## config.mk

```make
export PLATFORM = sky130hd
export DESIGN_NAME = set_counter_multi
export DESIGN_NICKNAME = d
export VERILOG_FILES = /design/src/rtl/set_pkg.sv /design/src/rtl/circle_member.sv /design/src/rtl/set_counter_multi.sv
export SDC_FILE = /design/constraint.sdc
export NUM_CORES = 1
export LEC_CHECK = 0
export ABC_CLOCK_PERIOD_IN_PS = 7300
export CORE_UTILIZATION = 35
export CTS_BUF_LIST = sky130_fd_sc_hd__clkbuf_8
export DETAILED_ROUTE_END_ITERATION = 8
export PLACE_DENSITY = 0.55
export SLEW_MARGIN = 20
export SYNTH_ARGS = -nofsm -noshare
export SYNTH_HDL_FRONTEND = slang
export SYNTH_SLANG_ARGS = --single-unit
```

## constraint.sdc

```tcl
create_clock -name clk -period 7.3 [get_ports clk]
set_clock_uncertainty 0.15 [all_clocks]
set_input_delay 1.825 -clock clk [delete_from_list [all_inputs] [get_ports clk]]
set_output_delay 1.825 -clock clk [all_outputs]
set_load 0.1 [all_outputs]
```

## src/rtl/set_pkg.sv

```systemverilog
// Shared constants, FSM state type and width helper for the set counter.
package set_pkg;

  // Set expression selects over membership bits a, b, c.
  localparam logic [2:0] MODE_A        = 3'd0;  // a
  localparam logic [2:0] MODE_AANDB    = 3'd1;  // a & b
  localparam logic [2:0] MODE_AXORB    = 3'd2;  // a ^ b
  localparam logic [2:0] MODE_AORB     = 3'd3;  // a | b
  localparam logic [2:0] MODE_TWO_OF_3 = 3'd4;  // exactly two of a, b, c
  localparam logic [2:0] MODE_ALL3     = 3'd5;  // a & b & c
  localparam logic [2:0] MODE_ANY3     = 3'd6;  // a | b | c
  localparam logic [2:0] MODE_ADIFFB   = 3'd7;  // a & ~b

  typedef enum logic [2:0] {
    ST_IDLE  = 3'd0,
    ST_LOAD  = 3'd1,
    ST_SCAN  = 3'd2,
    ST_DRAIN = 3'd3,
    ST_DONE  = 3'd4
  } state_e;

  // Number of bits needed to hold values 0..v-1.
  function automatic int unsigned clog2(input int unsigned v);
    int unsigned r;
    r = 0;
    for (int unsigned i = 0; i < 32; i++) begin
      if ((64'd1 << i) < 64'(v)) r = i + 1;
    end
    return r;
  endfunction

endpackage

```

## src/rtl/circle_member.sv

```systemverilog
// Two-stage registered test: is lattice point (x,y) inside or on circle (xc,yc,r2)?
module circle_member #(
  parameter int unsigned CW = 4
) (
  input  logic            clk,
  input  logic [CW-1:0]   x_i,
  input  logic [CW-1:0]   y_i,
  input  logic [CW-1:0]   xc_i,
  input  logic [CW-1:0]   yc_i,
  input  logic [2*CW-1:0] r2_i,
  output logic            in_o
);

  localparam int unsigned SW = 2 * CW;

  logic signed [CW:0] dx_c, dy_c;
  logic [CW-1:0]      adx_c, ady_c;
  logic [SW-1:0]      dx2_q, dy2_q;
  logic [SW:0]        s_c;
  logic               in_q;

  // Signed offsets and their magnitudes; squaring the magnitude keeps the product unsigned.
  always_comb begin
    dx_c  = $signed({1'b0, x_i}) - $signed({1'b0, xc_i});
    dy_c  = $signed({1'b0, y_i}) - $signed({1'b0, yc_i});
    adx_c = dx_c[CW] ? CW'(-dx_c) : CW'(dx_c);
    ady_c = dy_c[CW] ? CW'(-dy_c) : CW'(dy_c);
    s_c   = {1'b0, dx2_q} + {1'b0, dy2_q};
  end

  // Stage 1: squared offsets.
  always_ff @(posedge clk) begin
    dx2_q <= SW'(adx_c) * SW'(adx_c);
    dy2_q <= SW'(ady_c) * SW'(ady_c);
  end

  // Stage 2: inclusive full-width compare against r^2.
  always_ff @(posedge clk) begin
    in_q <= (s_c <= {1'b0, r2_i});
  end

  assign in_o = in_q;

endmodule

```

## src/rtl/set_counter_multi.sv

```systemverilog
// Counts lattice points 1..GRID x 1..GRID satisfying a set expression over three circles.
module set_counter_multi
  import set_pkg::*;
#(
  parameter int unsigned GRID  = 8,
  parameter int unsigned CW    = 4,
  parameter int unsigned CNT_W = clog2(GRID * GRID + 1)
) (
  input  logic              clk,
  input  logic              rst,
  input  logic              en,
  input  logic [6*CW-1:0]   central,
  input  logic [3*CW-1:0]   radius,
  input  logic [2:0]        mode,
  output logic              busy,
  output logic              valid,
  output logic [CNT_W-1:0]  candidate
);

  localparam int unsigned SW = 2 * CW;

  state_e            state_q;
  logic [6*CW-1:0]   cen_q;
  logic [3*CW-1:0]   rad_q;
  logic [2:0]        mode_q;
  logic [SW-1:0]     r2a_q, r2b_q, r2c_q;
  logic [CW-1:0]     x_q, y_q;
  logic              drain_q;
  logic              busy_q, valid_q;
  logic [CNT_W-1:0]  cand_q;
  logic [CNT_W-1:0]  acc_q, acc_d;
  logic              v1_q, v2_q;
  logic              accept_c, scan_c, hit_c;
  logic              in_a, in_b, in_c;

  assign accept_c = en && !busy_q && (state_q == ST_IDLE || state_q == ST_DONE);
  assign scan_c   = (state_q == ST_SCAN);

  // Three membership pipelines, one per circle, all fed the same scan point.
  circle_member #(.CW(CW)) u_a (
    .clk(clk), .x_i(x_q), .y_i(y_q),
    .xc_i(cen_q[6*CW-1 -: CW]), .yc_i(cen_q[5*CW-1 -: CW]), .r2_i(r2a_q), .in_o(in_a)
  );
  circle_member #(.CW(CW)) u_b (
    .clk(clk), .x_i(x_q), .y_i(y_q),
    .xc_i(cen_q[4*CW-1 -: CW]), .yc_i(cen_q[3*CW-1 -: CW]), .r2_i(r2b_q), .in_o(in_b)
  );
  circle_member #(.CW(CW)) u_c (
    .clk(clk), .x_i(x_q), .y_i(y_q),
    .xc_i(cen_q[2*CW-1 -: CW]), .yc_i(cen_q[CW-1 -: CW]), .r2_i(r2c_q), .in_o(in_c)
  );

  // Selected set expression and the next accumulator value.
  always_comb begin
    hit_c = 1'b0;
    case (mode_q)
      MODE_A:        hit_c = in_a;
      MODE_AANDB:    hit_c = in_a & in_b;
      MODE_AXORB:    hit_c = in_a ^ in_b;
      MODE_AORB:     hit_c = in_a | in_b;
      MODE_TWO_OF_3: hit_c = (in_a & in_b & ~in_c) | (in_a & ~in_b & in_c) | (~in_a & in_b & in_c);
      MODE_ALL3:     hit_c = in_a & in_b & in_c;
      MODE_ANY3:     hit_c = in_a | in_b | in_c;
      MODE_ADIFFB:   hit_c = in_a & ~in_b;
      default:       hit_c = 1'b0;
    endcase
    acc_d = acc_q + CNT_W'(v2_q && hit_c);
  end

  // Job sequencing, scanner and registered outputs.
  always_ff @(posedge clk) begin
    if (rst) begin
      state_q <= ST_IDLE;
      busy_q  <= 1'b0;
      valid_q <= 1'b0;
      cand_q  <= '0;
      x_q     <= '0;
      y_q     <= '0;
      drain_q <= 1'b0;
    end else begin
      valid_q <= 1'b0;
      case (state_q)
        ST_IDLE, ST_DONE: begin
          if (accept_c) begin
            state_q <= ST_LOAD;
            busy_q  <= 1'b1;
          end else begin
            state_q <= ST_IDLE;
          end
        end
        ST_LOAD: begin
          state_q <= ST_SCAN;
          x_q     <= CW'(1);
          y_q     <= CW'(1);
        end
        ST_SCAN: begin
          if (x_q == CW'(GRID)) begin
            x_q <= CW'(1);
            if (y_q == CW'(GRID)) begin
              state_q <= ST_DRAIN;
              drain_q <= 1'b0;
            end else begin
              y_q <= y_q + CW'(1);
            end
          end else begin
            x_q <= x_q + CW'(1);
          end
        end
        ST_DRAIN: begin
          if (drain_q) begin
            state_q <= ST_DONE;
            busy_q  <= 1'b0;
            valid_q <= 1'b1;
            cand_q  <= acc_d;
          end else begin
            drain_q <= 1'b1;
          end
        end
        default: state_q <= ST_IDLE;
      endcase
    end
  end

  // Operand capture at accept and radius squaring in LOAD.
  always_ff @(posedge clk) begin
    if (rst) begin
      cen_q  <= '0;
      rad_q  <= '0;
      mode_q <= MODE_A;
      r2a_q  <= '0;
      r2b_q  <= '0;
      r2c_q  <= '0;
    end else begin
      if (accept_c) begin
        cen_q  <= central;
        rad_q  <= radius;
        mode_q <= mode;
      end
      if (state_q == ST_LOAD) begin
        r2a_q <= SW'(rad_q[3*CW-1 -: CW]) * SW'(rad_q[3*CW-1 -: CW]);
        r2b_q <= SW'(rad_q[2*CW-1 -: CW]) * SW'(rad_q[2*CW-1 -: CW]);
        r2c_q <= SW'(rad_q[CW-1 -: CW]) * SW'(rad_q[CW-1 -: CW]);
      end
    end
  end

  // Point-valid tracking through the two membership stages, and the hit accumulator.
  always_ff @(posedge clk) begin
    if (rst) begin
      v1_q  <= 1'b0;
      v2_q  <= 1'b0;
      acc_q <= '0;
    end else begin
      v1_q  <= scan_c;
      v2_q  <= v1_q;
      acc_q <= accept_c ? '0 : acc_d;
    end
  end

  assign busy      = busy_q;
  assign valid     = valid_q;
  assign candidate = cand_q;

endmodule

```

==> results.ini <==
[synth]
avgSynthCellArea_sq_um=8.59
synth_cell_types=61
yosysMostFrequentCell=dfxtp_1
ys_seq_area_frac=0.322
synth_top_area_cell=dfxtp_1
synth_area_leaders=dfxtp_1 (32%), ha_1 (17%), nand2_1 (5.9%)
synth_seq_cells=135
ys_warn_count=0
syn_inst=977
synth-edff-count=0
synth_top_area_share=0.322
ys_async_sr_fraction=0
syn_nets=1150
synth_ff_type=dfxtp_1
synth_area_sq_mm=0.00839
synth_common_cells=dfxtp_1 (135), nand2_1 (133), ha_1 (117), a21oi_1 (99), inv_1 (88)

[clock_tree]
clockBufferDepth=2
clk_latency_ns=0.45
cts_hold_buf=0
htreeDepth=4
cts_made_buffers=17
cts_tree=done
cts_sinks=135
cts_setup_buffers=0
cts-resized-gates=0
cts_root_buffer=clkbuf_8
clkTransAtPathRegs_ns=0.08

[critical_path]
cp_max_fo=5
start_kind=flip-flop
cp_slowest_stage_delay_ns=1.16
criticalPathCategory=flip-flop to output pin
cp.required_ns=5.33
arrival_ns=2.01
crit_buf_inv=1
crit_slowest_cell=clkdlybuf4s50_1
startpoint=busy
crit_chain=clkdlybuf4s50_1
r2r_start=x_q[0]
cp-end-kind=output pin
cpLargestDelayFamily=buffers and inverters

[timing]
post-route-period-util=0.546
tightest_slew_ns=0.974
clock.fmax_mhz=251
hold-worst-slack_ns=0.284
max_slew_margin=0.348
hold_violations=0
min_period_ns=3.98
rsz0062_at_grt=false
drv_slew=0
final.setup.tns_ns=0
setup_viol=0

[final_layout]
final_core_util=0.409
nNetsFinal=1194
stdcell_count=1353
fillCellCount=2398
largestRegisters=cen_q x24, rad_q x12
largest_reg_flops=24
drive_gt1_frac=0.0503
top_register=cen_q
diodes=0
area_growth_pct=14.3

[global_route]
grt_pass1_wl_microns=28500
antenna_found_initial=0
grt_max_degree=60
grt_usage=0.147
overflow=0
grt_pass1_vias=5947

[power_and_ir_drop]
powerDensity_mw_per_mm2=266
p_leak_uw=0.00425
ir_worst_vdd_uv=127

[detailed_routing]
antenna_left=0
drc=0
wl_per_cell_microns=12.6
dr.first_iter.drc_count=224
viasPerCell=4.64
dr.pass1.iters=4
via_count=6284
wirelength_microns=17100

[placed_design]
port_buffers=50
dp.final_hpwl_microns=12800
dpl.cell_count=1321
gp_congestion=0.774

[floorplan]
num_io_pins=51
rows=56
die-area_sq_mm=0.0246
dieHeight_microns=157
die_w_microns=157
initial_core_util=0.358
coreArea_sq_mm=0.0235

[hold_path]
min-delay-path-class=flip-flop to flip-flop
hp-start=v1_q

[status]
outcome=completed

[flow_run]
max-cap-violations=0

==> cell type report <==
type                    count  area [sq um]  area share
clock buffers              19           262      0.0273
clock inverters            13           131      0.0137
inverters                  88           330      0.0344
multi-input cells         726          5250       0.547
flip-flops and latches    135          2700       0.282
well taps                 319           399      0.0416
repair buffers             53           518      0.0540
==> power breakdown <==
group	internal [uW]	switching [uW]
registers	846	60.9
clock network	319	301
logic	488	540
==> metrics by stage <==
step	power, uW	worst slack [ns]	area (sq um)
CTS	2590	3.30	9600
global route	2780	3.24	9600
floorplan	1730	4.04	8390
finish	2560	3.32	9600
global placement	1950	3.74	9200
detailed placement	1960	3.69	9200
==> metal layers <==
metal / vias to the layer above / routed length [microns] / track usage
met5: - / 0 / 0
met2: 74 / 6860 / 0.212
met4: 0 / 121 / 0.0378
met3: 6 / 534 / 0.0349
li1: 3375 / - / -
met1: 2829 / 9540 / 0.216
==> path summary, 6_finish.rpt <==
check	slack, ns	depth (start not counted)	endpoint
setup / recovery	3.32	1	busy
hold / removal	0.28	1	v2_q
setup reg to reg	3.70	14	u_a.dx2_q[7]
hold reg to reg	0.28	1	v2_q
==> placed cells by master, fill, tap and decap left out, drive strengths merged, types with 4 or more instances in the layout <==
cell,Yosys,final
mux2i,5,5
nand3,13,13
o21a,4,4
a211oi,15,15
nand2b,9,9
nand4,4,4
buf,7,4
a21oi,101,101
xor2,27,27
clkdlybuf4s50,0,49
nor2b,19,19
and2,19,19
inv,88,91
clkbuf,21,19
or3,4,4
a21o,31,31
fa,14,14
clkinv,0,5
ha,117,117
a31oi,10,10
o21bai,5,5
dfxtp,135,135
xnor2,38,38
nor3,13,13
nand3b,5,5
o21ai,13,13
nor2,80,80
and3,8,8
nand2,133,133
==> logic make-up (layout without fill, tap and decap cells) <==
| kind of cell | after synthesis | after routing | share of synthesized area |
|---|---|---|---|
| AND/OR/NAND/NOR | 319 | 319 | 0.175 |
| adder cells (fa/ha/maj) | 131 | 131 | 0.208 |
| buffers and inverters | 116 | 173 | 0.0528 |
| XOR/XNOR | 70 | 70 | 0.0825 |
| AO/OA/AOI/OAI | 198 | 198 | 0.149 |
| flip-flops | 135 | 135 | 0.322 |
| multiplexers | 8 | 8 | 0.0113 |
(Power assumes the default switching activity.)
